$ cat src/rtl/nrisc_return_stack_pkg.sv
// Shared stack command encodings and default widths for the NRISC return stack.
// The CPU decoder imports the same encodings.
package nrisc_return_stack_pkg;

  localparam int STACK_DATA_W = 16;
  localparam int STACK_FLAG_W = 3;
  localparam int STACK_DEPTH  = 8;
  localparam int STACK_PTR_W  = 3;

  typedef enum logic [1:0] {
    STACK_OP_IDLE = 2'b00,
    STACK_OP_PUSH = 2'b01,
    STACK_OP_POP  = 2'b10,
    STACK_OP_REPL = 2'b11
  } stack_op_e;

endpackage

$ cat src/rtl/nrisc_return_stack_if.sv
// Command/status bundle between the CPU control FSM (master) and the return stack (slave).
interface nrisc_return_stack_if
  import nrisc_return_stack_pkg::*;
#(
  parameter int DATA_W = STACK_DATA_W,
  parameter int FLAG_W = STACK_FLAG_W,
  parameter int PTR_W  = STACK_PTR_W
);

  logic              STACK_valid;
  logic [1:0]        STACK_ctrl;
  logic [DATA_W-1:0] STACK_push_addr;
  logic [FLAG_W-1:0] STACK_push_flags;
  logic              STACK_err_clr;
  logic [DATA_W-1:0] STACK_top_addr;
  logic [FLAG_W-1:0] STACK_top_flags;
  logic [PTR_W:0]    STACK_count;
  logic              STACK_empty;
  logic              STACK_full;
  logic              STACK_overflow;
  logic              STACK_underflow;

  modport master (
    output STACK_valid, STACK_ctrl, STACK_push_addr, STACK_push_flags, STACK_err_clr,
    input  STACK_top_addr, STACK_top_flags, STACK_count, STACK_empty, STACK_full,
           STACK_overflow, STACK_underflow
  );

  modport slave (
    input  STACK_valid, STACK_ctrl, STACK_push_addr, STACK_push_flags, STACK_err_clr,
    output STACK_top_addr, STACK_top_flags, STACK_count, STACK_empty, STACK_full,
           STACK_overflow, STACK_underflow
  );

endinterface

$ cat src/rtl/nrisc_return_stack_lifo_ram.sv
// Stack storage: one synchronous write port, one asynchronous read port.
// Contents are never reset; validity is tracked by the owner's count.
module nrisc_lifo_ram #(
  parameter int DEPTH  = 8,
  parameter int PTR_W  = 3,
  parameter int WORD_W = 19
) (
  input  logic              i_clk,
  input  logic              i_we,
  input  logic [PTR_W-1:0]  i_wr_idx,
  input  logic [WORD_W-1:0] i_wr_data,
  input  logic [PTR_W-1:0]  i_rd_idx,
  output logic [WORD_W-1:0] o_rd_data
);

  logic [WORD_W-1:0] r_mem [DEPTH];

  // Write port
  always_ff @(posedge i_clk) begin
    if (i_we) begin
      r_mem[i_wr_idx] <= i_wr_data;
    end
  end

  assign o_rd_data = r_mem[i_rd_idx];

endmodule

$ cat src/rtl/nrisc_return_stack.sv
// Return-address LIFO: decodes the CPU stack command, keeps a registered top-of-stack,
// an entry count and sticky overflow/underflow flags.
module nrisc_return_stack
  import nrisc_return_stack_pkg::*;
#(
  parameter int DATA_W = STACK_DATA_W,
  parameter int FLAG_W = STACK_FLAG_W,
  parameter int DEPTH  = STACK_DEPTH,
  parameter int PTR_W  = STACK_PTR_W
) (
  input  logic                 i_clk,
  input  logic                 i_rst_n,
  nrisc_return_stack_if.slave  i_stk
);

  localparam int CNT_W  = PTR_W + 1;
  localparam int WORD_W = DATA_W + FLAG_W;

  logic [CNT_W-1:0]  r_count;
  logic [DATA_W-1:0] r_top_addr;
  logic [FLAG_W-1:0] r_top_flags;
  logic              r_overflow;
  logic              r_underflow;

  stack_op_e         w_op;
  logic              w_empty;
  logic              w_full;
  logic [CNT_W-1:0]  w_count_nxt;
  logic [DATA_W-1:0] w_top_addr_nxt;
  logic [FLAG_W-1:0] w_top_flags_nxt;
  logic              w_ovf_set;
  logic              w_unf_set;
  logic              w_we;
  logic [PTR_W-1:0]  w_wr_idx;
  logic [PTR_W-1:0]  w_rd_idx;
  logic [WORD_W-1:0] w_rd_data;

  assign w_empty  = (r_count == CNT_W'(0));
  assign w_full   = (r_count == CNT_W'(DEPTH));
  // Pop lookahead: entry below the current top, i.e. index count-2.
  assign w_rd_idx = r_count[PTR_W-1:0] - PTR_W'(2);

  // Command decode and next-state computation
  always_comb begin
    w_op            = i_stk.STACK_valid ? stack_op_e'(i_stk.STACK_ctrl) : STACK_OP_IDLE;
    w_count_nxt     = r_count;
    w_top_addr_nxt  = r_top_addr;
    w_top_flags_nxt = r_top_flags;
    w_ovf_set       = 1'b0;
    w_unf_set       = 1'b0;
    w_we            = 1'b0;
    w_wr_idx        = r_count[PTR_W-1:0];
    case (w_op)
      STACK_OP_PUSH: begin
        if (!w_full) begin
          w_we            = 1'b1;
          w_count_nxt     = r_count + CNT_W'(1);
          w_top_addr_nxt  = i_stk.STACK_push_addr;
          w_top_flags_nxt = i_stk.STACK_push_flags;
        end else begin
          w_ovf_set = 1'b1;
        end
      end
      STACK_OP_REPL: begin
        // An empty stack cannot be full, so replace-on-empty is an unconditional push.
        if (w_empty) begin
          w_we            = 1'b1;
          w_count_nxt     = r_count + CNT_W'(1);
          w_top_addr_nxt  = i_stk.STACK_push_addr;
          w_top_flags_nxt = i_stk.STACK_push_flags;
        end else begin
          w_we            = 1'b1;
          w_wr_idx        = r_count[PTR_W-1:0] - PTR_W'(1);
          w_top_addr_nxt  = i_stk.STACK_push_addr;
          w_top_flags_nxt = i_stk.STACK_push_flags;
        end
      end
      STACK_OP_POP: begin
        if (w_empty) begin
          w_unf_set = 1'b1;
        end else if (r_count == CNT_W'(1)) begin
          w_count_nxt     = CNT_W'(0);
          w_top_addr_nxt  = DATA_W'(0);
          w_top_flags_nxt = FLAG_W'(0);
        end else begin
          w_count_nxt     = r_count - CNT_W'(1);
          w_top_addr_nxt  = w_rd_data[WORD_W-1:FLAG_W];
          w_top_flags_nxt = w_rd_data[FLAG_W-1:0];
        end
      end
      STACK_OP_IDLE: begin
        w_count_nxt = r_count;
      end
      default: begin
        w_count_nxt = r_count;
      end
    endcase
  end

  // State registers; a new error wins over a same-cycle clear
  always_ff @(posedge i_clk or negedge i_rst_n) begin
    if (!i_rst_n) begin
      r_count     <= CNT_W'(0);
      r_top_addr  <= DATA_W'(0);
      r_top_flags <= FLAG_W'(0);
      r_overflow  <= 1'b0;
      r_underflow <= 1'b0;
    end else begin
      r_count     <= w_count_nxt;
      r_top_addr  <= w_top_addr_nxt;
      r_top_flags <= w_top_flags_nxt;
      r_overflow  <= (r_overflow  & ~i_stk.STACK_err_clr) | w_ovf_set;
      r_underflow <= (r_underflow & ~i_stk.STACK_err_clr) | w_unf_set;
    end
  end

  nrisc_lifo_ram #(
    .DEPTH  (DEPTH),
    .PTR_W  (PTR_W),
    .WORD_W (WORD_W)
  ) u_ram (
    .i_clk     (i_clk),
    .i_we      (w_we & i_rst_n),
    .i_wr_idx  (w_wr_idx),
    .i_wr_data ({i_stk.STACK_push_addr, i_stk.STACK_push_flags}),
    .i_rd_idx  (w_rd_idx),
    .o_rd_data (w_rd_data)
  );

  assign i_stk.STACK_top_addr  = r_top_addr;
  assign i_stk.STACK_top_flags = r_top_flags;
  assign i_stk.STACK_count     = r_count;
  assign i_stk.STACK_empty     = w_empty;
  assign i_stk.STACK_full      = w_full;
  assign i_stk.STACK_overflow  = r_overflow;
  assign i_stk.STACK_underflow = r_underflow;

endmodule
$ cat src/flat_wrapper.sv
// flat-port wrapper written by rule: the top's interface ports become plain ports
module nrisc_return_stack_flat import nrisc_return_stack_pkg::*;
#(
  parameter int DATA_W = STACK_DATA_W,
  parameter int FLAG_W = STACK_FLAG_W,
  parameter int DEPTH  = STACK_DEPTH,
  parameter int PTR_W  = STACK_PTR_W
)
  (i_clk, i_rst_n, i_stk_STACK_valid, i_stk_STACK_ctrl, i_stk_STACK_push_addr, i_stk_STACK_push_flags, i_stk_STACK_err_clr, i_stk_STACK_top_addr, i_stk_STACK_top_flags, i_stk_STACK_count, i_stk_STACK_empty, i_stk_STACK_full, i_stk_STACK_overflow, i_stk_STACK_underflow);
  nrisc_return_stack_if #(.DATA_W(DATA_W), .FLAG_W(FLAG_W), .PTR_W(PTR_W)) i_stk_i ();
  input  logic i_clk;
  input  logic i_rst_n;
  input wire logic [$bits(i_stk_i.STACK_valid)-1:0] i_stk_STACK_valid;
  input wire logic [$bits(i_stk_i.STACK_ctrl)-1:0] i_stk_STACK_ctrl;
  input wire logic [$bits(i_stk_i.STACK_push_addr)-1:0] i_stk_STACK_push_addr;
  input wire logic [$bits(i_stk_i.STACK_push_flags)-1:0] i_stk_STACK_push_flags;
  input wire logic [$bits(i_stk_i.STACK_err_clr)-1:0] i_stk_STACK_err_clr;
  output wire logic [$bits(i_stk_i.STACK_top_addr)-1:0] i_stk_STACK_top_addr;
  output wire logic [$bits(i_stk_i.STACK_top_flags)-1:0] i_stk_STACK_top_flags;
  output wire logic [$bits(i_stk_i.STACK_count)-1:0] i_stk_STACK_count;
  output wire logic [$bits(i_stk_i.STACK_empty)-1:0] i_stk_STACK_empty;
  output wire logic [$bits(i_stk_i.STACK_full)-1:0] i_stk_STACK_full;
  output wire logic [$bits(i_stk_i.STACK_overflow)-1:0] i_stk_STACK_overflow;
  output wire logic [$bits(i_stk_i.STACK_underflow)-1:0] i_stk_STACK_underflow;
  assign i_stk_i.STACK_valid = i_stk_STACK_valid;
  assign i_stk_i.STACK_ctrl = i_stk_STACK_ctrl;
  assign i_stk_i.STACK_push_addr = i_stk_STACK_push_addr;
  assign i_stk_i.STACK_push_flags = i_stk_STACK_push_flags;
  assign i_stk_i.STACK_err_clr = i_stk_STACK_err_clr;
  assign i_stk_STACK_top_addr = i_stk_i.STACK_top_addr;
  assign i_stk_STACK_top_flags = i_stk_i.STACK_top_flags;
  assign i_stk_STACK_count = i_stk_i.STACK_count;
  assign i_stk_STACK_empty = i_stk_i.STACK_empty;
  assign i_stk_STACK_full = i_stk_i.STACK_full;
  assign i_stk_STACK_overflow = i_stk_i.STACK_overflow;
  assign i_stk_STACK_underflow = i_stk_i.STACK_underflow;
  nrisc_return_stack #(.DATA_W(DATA_W), .FLAG_W(FLAG_W), .DEPTH(DEPTH), .PTR_W(PTR_W)) u_core (.i_clk(i_clk), .i_rst_n(i_rst_n), .i_stk(i_stk_i));
endmodule
$ cat config.mk
export PLATFORM = sky130hd
export DESIGN_NAME = nrisc_return_stack_flat
export DESIGN_NICKNAME = d
export VERILOG_FILES = /design/src/rtl/nrisc_return_stack_pkg.sv /design/src/rtl/nrisc_return_stack_if.sv /design/src/rtl/nrisc_return_stack_lifo_ram.sv /design/src/rtl/nrisc_return_stack.sv /design/src/flat_wrapper.sv
export SDC_FILE = /design/constraint.sdc
export NUM_CORES = 1
export LEC_CHECK = 0
export CELL_PAD_IN_SITES_DETAIL_PLACEMENT = 1
export CELL_PAD_IN_SITES_GLOBAL_PLACEMENT = 1
export CORE_MARGIN = 10
export CORE_UTILIZATION = 30
export CTS_CLUSTER_SIZE = 40
export DETAILED_ROUTE_END_ITERATION = 10
export GPL_TIMING_DRIVEN = 1
export PLACE_DENSITY_LB_ADDON = 0.1
export SYNTH_ARGS = -nofsm -noshare
export SYNTH_HDL_FRONTEND = slang
export SYNTH_HIERARCHICAL = 1
export SYNTH_SLANG_ARGS = --single-unit
export TNS_END_PERCENT = 1
$ cat constraint.sdc
create_clock -name i_clk -period 5.75 [get_ports i_clk]
set_input_delay 1.725 -clock i_clk [delete_from_list [all_inputs] [get_ports i_clk]]
set_output_delay 1.725 -clock i_clk [all_outputs]
set_load 0.05 [all_outputs]
# [Yosys cells after proc, flatten, opt, wreduce, memory -nomap -nowiden]
# Memory sizes are Yosys's and may differ from the RTL's.
# Index checks and enable logic that the tools add are counted.
[op_classes] addsub=4 eq_ne=8 mux=24 bitwise=7 n_reduce_logical=5
[op_table] op="$mux 16" n=3
[op_table] op="$pmux 16 s3" n=1
[op_table] op="$mux 4" n=4
[op_table] op="$mux 3" n=5
[op_table] op="$pmux 4 s3" n=1
[op_table] op="$pmux 3 s3" n=1
[op_table] op="$mux 1" n=7
[op_table] op="$ne 2x2->1 const B" n=3
[op_table] op="$add 4x1->4 const B" n=1
[op_table] op="$eq 2x2->1 const B" n=2
[op_table] op="$eq 4x1->1 const B" n=1
[op_table] op="$eq 4x4->1 const B" n=1
[op_table] op="$logic_not 4->1" n=1
[op_table] op="$reduce_and 4->1" n=1
[op_table] op="$sub 4x1->4 const B" n=1
[op_table] op="$and 1x1->1" n=3
[op_table] op="$reduce_and 3->1" n=1
[op_table] op="$reduce_bool 3->1" n=1
[op_table] op="$sub 3x1->3 const B" n=1
[op_table] op="$sub 3x2->3 const B" n=1
[op_table] op="$eq 2x1->1 const B" n=1
[op_table] op="$logic_not 2->1" n=1
[op_table] op="$mux 2" n=1
[op_table] op="$not 1->1" n=2
[op_table] op="other kinds (2)" n=3
[totals] regBits=25 ramBits=152 inputBits=25 output_inout_bits=27 elab_cells=54 mem_count=1
[memory_table] memory="u_core.u_ram.r_mem" depth=8 word_bits=19 read_ports=1 rd_ports_with_merged_regs=0 write_ports=1 line="nrisc_return_stack_lifo_ram.sv:16" rtl="logic [WORD_W-1:0] r_mem [DEPTH];"

# [Depth between registers and ports, before layout]
# Gate-level depths: netlist of the first run.
[depth] depth_word=6 ltp_mapped=9 depth_no_buf=8

# [Hierarchy]
# Netlist of the first run, hierarchy kept.
[modules_own_cells] mod="nrisc_lifo_ram" instances=1 cells_per_inst=232 area_each_um2=5879.4 seq_area_each_um2=4564.4
[modules_own_cells] mod="nrisc_return_stack" instances=1 cells_per_inst=151 area_each_um2=1508.9 seq_area_each_um2=625.6

# [Worst setup path after synthesis of the first run]
# Ideal clock, no wire load.
[synth_path] path_kind="input port to flip-flop" start="input i_stk_STACK_ctrl[1]" end="memory u_core.u_ram.r_mem[0][0], enable pin" setup_ns=0.419 arrival_ns=3.745 t_required_ns=5.331 setup_slack_ns=1.586 cell_stages=6 path_buffers=1 path_cell_list="buf_2 -> nand4_1 -> nor3_1 -> a21o_1 -> nand2b_1 -> nor3_1"
[synth_via] elab_cells_between_ends=8 cone_classes="eq/ne (2); mux (5); bitwise (1)"
[synth_lines] element="from (decl)" line="flat_wrapper.sv:14" rtl="input wire logic [$bits(i_stk_i.STACK_ctrl)-1:0] i_stk_STACK_ctrl;"
[synth_lines] element="$mux 2" line="nrisc_return_stack.sv:45" rtl="w_op = i_stk.STACK_valid ? stack_op_e'(i_stk.STACK_ctrl) : STACK_OP_IDLE;"
[synth_lines] element="$eq 2x2->1" line="nrisc_return_stack.sv:53" rtl="case (w_op)"
[synth_lines] element="$mux 3" line="nrisc_return_stack.sv:53"
[synth_lines] element="via u_core.w_wr_idx[2]" line="nrisc_return_stack.sv:34" rtl="logic [PTR_W-1:0] w_wr_idx;"
[synth_lines] element="to (decl)" line="nrisc_return_stack_lifo_ram.sv:16"
# The timed path passes the listed nets, and every way through them passes these cells.

# [Worst setup path in the final report of the first run]
[layout_path] start="register u_core.r_count[0] (netlist: u_core/i_stk.STACK_count[0])" end="output i_stk_STACK_count[0]"
[layout_lines] element="from (decl)" line="nrisc_return_stack.sv:19" rtl="logic [CNT_W-1:0] r_count;"
[layout_lines] element="from (signal assigned)" line="nrisc_return_stack.sv:109" rtl="r_count <= w_count_nxt;"
[layout_lines] element="to (decl)" line="flat_wrapper.sv:20" rtl="output wire logic [$bits(i_stk_i.STACK_count)-1:0] i_stk_STACK_count;"
# No word-level cell between the ends.

==> impl_metrics.csv, run 1 <==
group,metric,value,unit
clock_network,cts.hold.buffers_added,0,
logic_synthesis,yosysSeqAreaShare,0.702,
logic_synthesis,synth_common_cells,"152 x edfxtp_1, 29 x mux4_2, 25 x dfrtp_1",
worst_setup_path,cp_max_fo,45,
die,dieArea,31300,µm²
hold_path,hold_path_class,"reg2reg",
drt,drt_iter0_drc,205,
timing,relSlewSlack,0.281,
logic_synthesis,synth_cell_types,46,
logic_synthesis,synthSimpleGateAreaFrac,0.0378,
clock_network,cts.sinks,177,
placed_design,port-buffer-count,51,
logic_synthesis,yosysTopAreaCell,"edfxtp_1",
grt,grt_pass1_wl,26800,µm
logic_synthesis,ys_ff_latch,177,
logic_synthesis,synth_compound_area_frac,0.0464,
worst_setup_path,endpoint_kind,"output pin",
timing,skew,0.0115,ns
pwr,p_total,4.30,mW
logic_synthesis,synth_top_cell_area_share,0.618,
worst_setup_path,path_class,"reg2out",
drt,vias,3759,
final_layout,layout-drive-gt1-share,0.251,
logic_synthesis,yosys_warnings,6,
final_layout,layout.cells.non_filler,783,
logic_synthesis,synthCells,383,
worst_setup_path,max_stage_delay,0.96,ns
logic_synthesis,synth_top_family_by_area,"multiplexers",
logic_synthesis,syn_avg_cell_area,19.3,µm²
drt,avgRoutedWirePerCell,22.7,µm
timing,fmax,0.239,GHz
pwr,ir_drop,199,µV
logic_synthesis,synth.most_common_cell,"edfxtp_1",
final_layout,fin_nets,478,
grt,grt_remaining_overflow,0,
die,die_w,177,µm
logic_synthesis,synth-adder-area-share,0.0119,
worst_setup_path,critPathSlowestCell,"clkdlybuf4s50_1",
placed_design,dpl_cell_area,8260,µm²
drt,postRouteAntennaNets,0,
logic_synthesis,synth_fp_nets,415,
logic_synthesis,synthXorXnorAreaFrac,0.00237,
timing,worst_slew_pin_slew,1.07,ns
clock_network,clkTransAtPathRegs,0.07,ns
clock_network,cts_max_level,4,
clock_network,clockRootBuffer,"clkbuf_16",
logic_synthesis,yosys-top-cells-area,"edfxtp_1 62%, mux4_2 8.8%, dfrtp_1 8.5%, mux2_4 3.9%, mux4_1 3.2%",
grt,grt_antenna_before_repair,0,
run_status,status,"completed",
pwr,p_leak,3.01,nW
worst_setup_path,path_buf_inv,2,
logic_synthesis,synthMuxAreaShare,0.170,
timing,finalCritPeriodShare,0.728,
final_layout,syn_to_final_growth,19.7,%
timing,rsz0062_at_grt,"false",
clock_network,cts_tree,"done",
logic_synthesis,synth_edf_count,152,
worst_setup_path,start_kind,"flip-flop",
grt,grt_pass1_vias,4116,
die,coreArea,24200,µm²
die,io_pins,52,
grt,grt_use_total,0.117,
timing,slew_violations,0,
drt,vias_per_cell,4.80,
drt,drt-total-wl,17800,µm
timing,finalSetupViolCount,0,
logic_synthesis,netlist_area,7390,µm²
drt,remaining_drc_errors,0,
logic_synthesis,async_flop_share,0.141,
placed_design,post-dp-hpwl,10900,µm
clock_network,numCtsBuffers,17,
clock_network,post_cts_resized,0,
logic_synthesis,synth_flop_cell,"edfxtp_1",
timing,timing.final.crit_period,4.18,ns
pwr,power_per_cell_area,487,nW/µm²
worst_setup_path,crit_chain,"buf_4, clkdlybuf4s50_1",
placed_design,gp_congestion,0.733,
drt,firstDrtPassIters,4,
worst_setup_path,critical-path-top-delay-family,"buffers and inverters",
placed_design,placedCellCount,751,
die,std_cell_rows,57,
final_layout,final_area,8840,µm²
job,drv_cap,0,
die,initial_utilization,0.305,
worst_setup_path,required,4.03,ns
worst_setup_path,cp.arrival,2.46,ns
timing,setup-tns-final,0,ns
clock_network,cts_setup_buffers,0,
grt,grt_max_degree,46,
die,die_h,177,µm
final_layout,antennaDiodeCount,0,
timing,hold_viol_final,0,
clock_network,cts.path.max_buffers,2,
clock_network,clk_latency,0.43,ns
## cell type report
type                            instances  area (µm²)
Fill cell                            2433       15400
Sequential cell                       177        5190
Multi-Input combinational cell        178        2020
Timing Repair Buffer                   66         623
Clock buffer                           18         429
Tap cell                              324         405
Clock inverter                         14         154
Inverter                                6        22.5
## metal layers
metal  share of wire  track usage  vias to the layer above
li1                -            -                     1668
met1            0.47        0.153                     2013
met2            0.48        0.185                       59
met3           0.033       0.0275                       19
met4           0.018       0.0420                        0
met5               0            0                        -
## registers in the layout, indices dropped and copies added (netlist names)
| register | cells |
|---|---|
| u_core/u_ram/r_mem | 152 |
| u_core/i_stk.STACK_top_addr | 16 |
| u_core/i_stk.STACK_count | 4 |
| u_core/i_stk.STACK_top_flags | 3 |
| u_core/i_stk.STACK_overflow | 1 |
| u_core/i_stk.STACK_underflow | 1 |
## per-stage QoR
stage	hold WS, ns	setup WS, ns	util
finish	0.482	1.57	0.365
global route	0.501	1.41	0.365
CTS	0.489	1.48	0.365
detailed placement	0.473	1.13	0.341
global placement	0.463	1.23	0.341
floorplan	0.665	1.59	-
## worst paths after layout
| check | end | slack [ns] | cells after the start | from |
|---|---|---|---|---|
| max in group asynchronous | u_core/i_stk.STACK_count[0]$_DFFE_PN0P_ | 3.60 | 2 | i_rst_n |
| hold / removal | u_core/i_stk.STACK_top_addr[8]$_DFFE_PN0P_ | 0.48 | 2 | u_core/i_stk.STACK_top_addr[8]$_DFFE_PN0P_ |
| setup reg to reg | u_core/i_stk.STACK_top_addr[6]$_DFFE_PN0P_ | 2.43 | 8 | u_core/i_stk.STACK_count[1]$_DFFE_PN0P_ |
| hold reg to reg | u_core/i_stk.STACK_top_addr[8]$_DFFE_PN0P_ | 0.48 | 2 | u_core/i_stk.STACK_top_addr[8]$_DFFE_PN0P_ |
| setup / recovery | i_stk_STACK_count[0] | 1.57 | 2 | u_core/i_stk.STACK_count[0]$_DFFE_PN0P_ |
| min in group asynchronous | u_core/i_stk.STACK_top_addr[2]$_DFFE_PN0P_ | 1.82 | 2 | i_rst_n |
## cell usage in the layout (no fill, tap or decap), types with 9 or more instances in the layout
cell,Yosys,layout
mux4_2,29,29
o21ai_0,11,11
mux4_1,9,9
buf_4,4,15
dfrtp_1,25,24
mux2_4,19,19
nand2_1,24,24
clkdlybuf4s50_1,0,51
a22oi_1,21,21
edfxtp_1,152,152
clkbuf_16,0,17
## power by group
part	leakage, nW	switching [mW]	internal, mW
Combinational	1.05	0.859	0.739
Clock	0.280	0.499	0.647
Sequential	1.68	0.0581	1.50
## worst reg2reg max path, delay by kind of cell (launching register included)
kind / cells / cell delay (ns)
compound gates: 2 / 0.32
buf+inv: 3 / 1.29
flops: 1 / 0.45
mux: 2 / 0.76
fa+ha+maj: 1 / 0.34
## kinds of logic (layout without fill, tap and decap cells)
kind of cell	count (synthesis)	after routing
AND/OR/NAND/NOR	53	53
XOR/XNOR	2	2
AO/OA/AOI/OAI	51	51
buffers and inverters	28	104
adder cells (fa/ha/maj)	7	7
multiplexers	65	65
flip-flops	177	177
Note: power is estimated with default switching activity, not from simulation.
==> run 2, diff against run 1 <==
Clock period 5.75 ns to 3.86 ns, I/O delays scaled along.
==> impl_metrics.csv, run 2 (same netlist as run 1, synthesis figures left out) <==
group,metric,value,unit
run_status,status,"completed",
final_layout,syn_to_final_growth,21.3,%
timing,hold_viol_final,0,
worst_setup_path,start_kind,"primary input",
placed_design,port-buffer-count,51,
timing,fin_ws,0.760,ns
worst_setup_path,reg2reg_slack,0.85,ns
timing,setup-tns-final,0,ns
clock_network,clk_latency,0.43,ns
grt,grt_max_degree,45,
pwr,swShare,0.327,
clock_network,cts_tree,"done",
drt,drt-total-wl,17400,µm
clock_network,clockRootBuffer,"clkbuf_16",
worst_setup_path,required,3.99,ns
grt,grt_use_total,0.118,
hold_path,hold_path_class,"reg2reg",
pwr,pwr-share-comb,0.376,
drt,remaining_drc_errors,0,
die,dieArea,31300,µm²
clock_network,cts_setup_buffers,0,
timing,worst_slew_pin_slew,0.891,ns
final_layout,layout_common_cells,"152 x edfxtp_1, 49 x clkdlybuf4s50_1, 29 x mux4_2, 24 x nand2_1, 24 x dfrtp_1",
timing,fmax,0.323,GHz
timing,timing.final.crit_period,3.10,ns
final_layout,fill_cells,2427,
clock_network,cts.sinks,177,
worst_setup_path,worstSetupStartpoint,"i_stk_STACK_ctrl[0]",
timing,skew,0.0102,ns
clock_network,numCtsBuffers,17,
timing,finalSetupViolCount,0,
job,drv_cap,0,
die,initial_utilization,0.305,
final_layout,layout.area.seq,5190,µm²
placed_design,gp_congestion,0.725,
die,io_pins,52,
pwr,power.share.sequential,0.360,
grt,grt_pass1_wl,27100,µm
clock_network,cts_max_level,4,
die,die_w,177,µm
worst_setup_path,path_class,"in2reg",
final_layout,layout_commonest_cell,"edfxtp_1",
pwr,p_int,4.34,mW
timing,slew_violations,0,
worst_setup_path,r2r-end,"u_core/i_stk.STACK_top_addr[4]$_DFFE_PN0P_",
clock_network,cts.path.max_buffers,2,
timing,rsz0062_at_grt,"false",
pwr,pwr-share-clk,0.264,
clock_network,post_cts_resized,0,
drt,firstDrtPassIters,4,
final_layout,antennaDiodeCount,0,
clock_network,cts.hold.buffers_added,0,
worst_setup_path,r2r_cells,9,
pwr,power_per_cell_area,719,nW/µm²
final_layout,regMostFlops,"u_core/u_ram/r_mem",
placed_design,post-dp-hpwl,10800,µm
grt,grt_remaining_overflow,0,
drt,postRouteAntennaNets,0,
placed_design,pre_cts_ws,0.325,ns
grt,grt_antenna_before_repair,0,
hold_path,worstHoldStart,"u_core/i_stk.STACK_top_addr[15]$_DFFE_PN0P_",
final_layout,multiInputGateArea,2020,µm²
die,std_cell_rows,57,
hold_path,holdPathEnd,"u_core/i_stk.STACK_top_addr[15]$_DFFE_PN0P_",
timing,hold_ws,0.483,ns
placed_design,placedCellCount,759,
pwr,p_total,6.45,mW
grt,grt_pass1_vias,4292,
drt,drt_iter0_drc,205,
drt,vias_per_cell,4.70,
hold_path,hold_depth,2,
timing,finalCritPeriodShare,0.803,
worst_setup_path,r2r-start,"u_core/i_stk.STACK_count[1]$_DFFE_PN0P_",
die,die_h,177,µm
timing,relSlewSlack,0.406,
drt,vias,3719,
worst_setup_path,cp.arrival,3.23,ns
clock_network,clkTransAtPathRegs,0.06,ns
worst_setup_path,endpoint_kind,"flip-flop",
drt,avgRoutedWirePerCell,22.0,µm
final_layout,layout.cells.non_filler,791,
pwr,p_switching,2.11,mW
final_layout,fin_nets,486,
final_layout,layout-drive-gt1-share,0.266,
pwr,ir_drop,347,µV
pwr,p_leak,3.06,nW
die,coreArea,24200,µm²
worst_setup_path,cp_max_fo,10,
final_layout,largest_reg_flops,152,
[run 2: cell count changes in the layout (fill, tap and decap cells not counted), sizes merged]
cell,change
clkinvlp,+2
clkdlybuf4s50,-2
buf,+10
inv,-2
[run 2: power by group through the flow]
stage	logic (mW)	registers, mW	clock network, mW
2_1_floorplan	1.57	2.62	0
3_3_place_gp	2.46	2.36	0
3_5_place_dp	2.48	2.37	0
4_1_cts	2.49	2.33	1.77
5_1_grt	2.62	2.34	1.85
6_report	2.43	2.32	1.70
[run 2: worst max-delay path, stage by stage]
cell and delay, ns:
clkdlybuf4s50_1 0.48, buf_4 0.16, nand4_1 0.12, nor3_1 0.16
a21o_1 0.12, nand2_1 0.15, nor2_2 0.65, buf_12 0.23
[run 2: cell type report]
cell class / count / area share
Sequential cell: 177 / 0.579
Multi-Input combinational cell: 178 / 0.225
Timing Repair Buffer: 74 / 0.0826
Clock buffer: 18 / 0.0479
Tap cell: 324 / 0.0452
Clock inverter: 14 / 0.0176
Inverter: 6 / 0.00251
[run 2: worst max path at each step]
stage	slack, ns	cells after the start	to
4_1_cts	0.74	8	u_core/u_ram/r_mem[5][11]$_DFFE_PP_
5_1_grt	0.56	9	u_core/u_ram/r_mem[5][11]$_DFFE_PP_
3_5_place_dp	0.33	8	u_core/u_ram/r_mem[5][7]$_DFFE_PP_
6_report	0.76	8	u_core/u_ram/r_mem[5][11]$_DFFE_PP_
3_3_place_gp	0.41	8	u_core/u_ram/r_mem[5][7]$_DFFE_PP_
2_1_floorplan	-0.20	7	u_core/u_ram/r_mem[4][0]$_DFFE_PP_
[run 2: through the flow]
| step | instance area [µm²] | util |
|---|---|---|
| after floorplan | 7390 | - |
| after detailed placement | 8380 | 0.346 |
| after global routing | 8960 | 0.370 |
| after CTS | 8960 | 0.370 |
| final | 8960 | 0.370 |
| after global placement | 8380 | 0.346 |
[run 2: metal layers]
layer,global-route usage,up-vias,share of wire
met1,0.140,1953,0.43
met4,0.0403,0,0.013
met2,0.207,54,0.53
li1,-,1693,-
met3,0.0254,19,0.029
met5,0,-,0
==> run 3, diff against run 2 <==
Clock period 3.86 ns to 2.8 ns, I/O delays scaled along.
==> impl_metrics.csv, run 3 (same netlist as run 1, synthesis figures left out) <==
group,metric,value,unit
pwr,p_leak,3.17,nW
worst_setup_path,cp_max_fo,19,
worst_setup_path,path_class,"reg2reg",
timing,slew_violations,0,
clock_network,numCtsBuffers,17,
drt,avgRoutedWirePerCell,21.3,µm
grt,grt_max_degree,46,
die,io_pins,52,
timing,worst_slew_pin_slew,0.733,ns
placed_design,pre_cts_ws,-0.238,ns
timing,skew,0.00965,ns
clock_network,clk_latency,0.42,ns
timing,relSlewSlack,0.510,
drt,remaining_drc_errors,0,
final_layout,regMostFlops,"u_core/u_ram/r_mem",
placed_design,dpl_cell_area,8630,µm²
die,die_w,177,µm
timing,finalSetupViolCount,0,
drt,postRouteAntennaNets,0,
worst_setup_path,cp.arrival,2.70,ns
clock_network,cts.sinks,177,
final_layout,final_area,9250,µm²
worst_setup_path,endpoint_kind,"flip-flop",
timing,fmax,0.377,GHz
final_layout,antennaDiodeCount,0,
pwr,ir_drop,441,µV
drt,drt_iter0_drc,219,
timing,rsz0062_at_grt,"false",
timing,timing.final.crit_period,2.65,ns
final_layout,layout_commonest_cell,"edfxtp_1",
clock_network,cts_max_level,4,
grt,grt_antenna_before_repair,0,
drt,firstDrtPassIters,6,
placed_design,post-dp-hpwl,10700,µm
final_layout,layout-drive-gt1-share,0.296,
timing,setup-tns-final,0,ns
final_layout,fin_nets,498,
timing,finalCritPeriodShare,0.947,
clock_network,clockRootBuffer,"clkbuf_16",
worst_setup_path,start_kind,"flip-flop",
clock_network,cts.path.max_buffers,2,
grt,grt_remaining_overflow,0,
final_layout,layout_common_cells,"152 x edfxtp_1, 48 x clkdlybuf4s50_1, 29 x mux4_2, 25 x buf_4, 24 x nand2_1",
placed_design,port-buffer-count,51,
hold_path,hold_path_class,"reg2reg",
clock_network,clkTransAtPathRegs,0.07,ns
grt,grt_use_total,0.114,
die,die_h,177,µm
timing,fin_ws,0.148,ns
placed_design,gp_congestion,0.746,
final_layout,largest_reg_flops,152,
die,dieArea,31300,µm²
die,initial_utilization,0.305,
worst_setup_path,required,2.85,ns
timing,hold_viol_final,0,
grt,grt_pass1_vias,4307,
die,coreArea,24200,µm²
final_layout,syn_to_final_growth,25.2,%
timing,hold_ws,0.478,ns
clock_network,cts_tree,"done",
die,std_cell_rows,57,
pwr,p_total,9.21,mW
drt,vias_per_cell,4.71,
job,drv_cap,0,
grt,grt_pass1_wl,26500,µm
pwr,power_per_cell_area,995,nW/µm²
drt,drt-total-wl,17100,µm
run_status,status,"completed",
drt,vias,3781,
-- run 3: repair_timing --
action / 4_1_cts / 5_1_grt
hold buffers: 0 / 0
buffers inserted: 0 / 0
gates resized for setup: 0 / 1
endpoints found under the setup margin: 0 / 1
-- run 3: power by group --
| part | switching (mW) | internal, mW | total, mW |
|---|---|---|---|
| Combinational | 1.85 | 1.69 | 3.54 |
| Sequential | 0.0951 | 3.09 | 3.18 |
| Clock | 0.987 | 1.50 | 2.48 |
| Total | 2.93 | 6.27 | 9.21 |
-- run 3: layout make-up --
cell class / instances / area (µm²)
clock inverters: 13 / 185
flip-flops and latches: 177 / 5190
inverters: 6 / 25.0
repair buffers: 86 / 920
clock buffers: 19 / 433
well taps: 324 / 405
multi-input cells: 178 / 2090
fillers: 2394 / 15000
-- run 3: worst paths after layout --
check,slack [ns],to,cells past startpoint,startpoint
worst max-delay path,0.15,u_core/u_ram/r_mem[1][18]$_DFFE_PP_,9,u_core/i_stk.STACK_count[0]$_DFFE_PN0P_
worst min-delay path,0.48,u_core/i_stk.STACK_top_flags[2]$_DFFE_PN0P_,2,u_core/i_stk.STACK_top_flags[2]$_DFFE_PN0P_
worst max register to register,0.15,u_core/u_ram/r_mem[1][18]$_DFFE_PP_,9,u_core/i_stk.STACK_count[0]$_DFFE_PN0P_
worst min register to register,0.48,u_core/i_stk.STACK_top_flags[2]$_DFFE_PN0P_,2,u_core/i_stk.STACK_top_flags[2]$_DFFE_PN0P_
max in group asynchronous,1.52,u_core/i_stk.STACK_count[1]$_DFFE_PN0P_,2,i_rst_n
min in group asynchronous,0.94,u_core/i_stk.STACK_top_flags[0]$_DFFE_PN0P_,2,i_rst_n
-- run 3: worst max-delay path, cell delays in order, from the launching register on --
cell,delay [ns]
dfrtp_2,0.41
inv_1,0.14
ha_1,0.22
nand2b_1,0.15
nor2_4,0.18
nor3b_2,0.07
buf_4,0.15
mux2i_4,0.18
nand2b_1,0.20
nor2_4,0.58
-- run 3: through the flow --
stage / std cells / util
final: 803 / 0.382
after global routing: 803 / 0.382
after CTS: 803 / 0.381
after detailed placement: 771 / 0.356
after global placement: 771 / 0.356
after floorplan: 383 / -
-- run 3: layer usage --
metal,wire length [µm],global-route usage,vias to the layer above
li1,-,-,1712
met1,7720,0.140,2001
met2,8660,0.192,59
met3,574,0.0303,9
met4,117,0.0336,0
met5,0,0,-
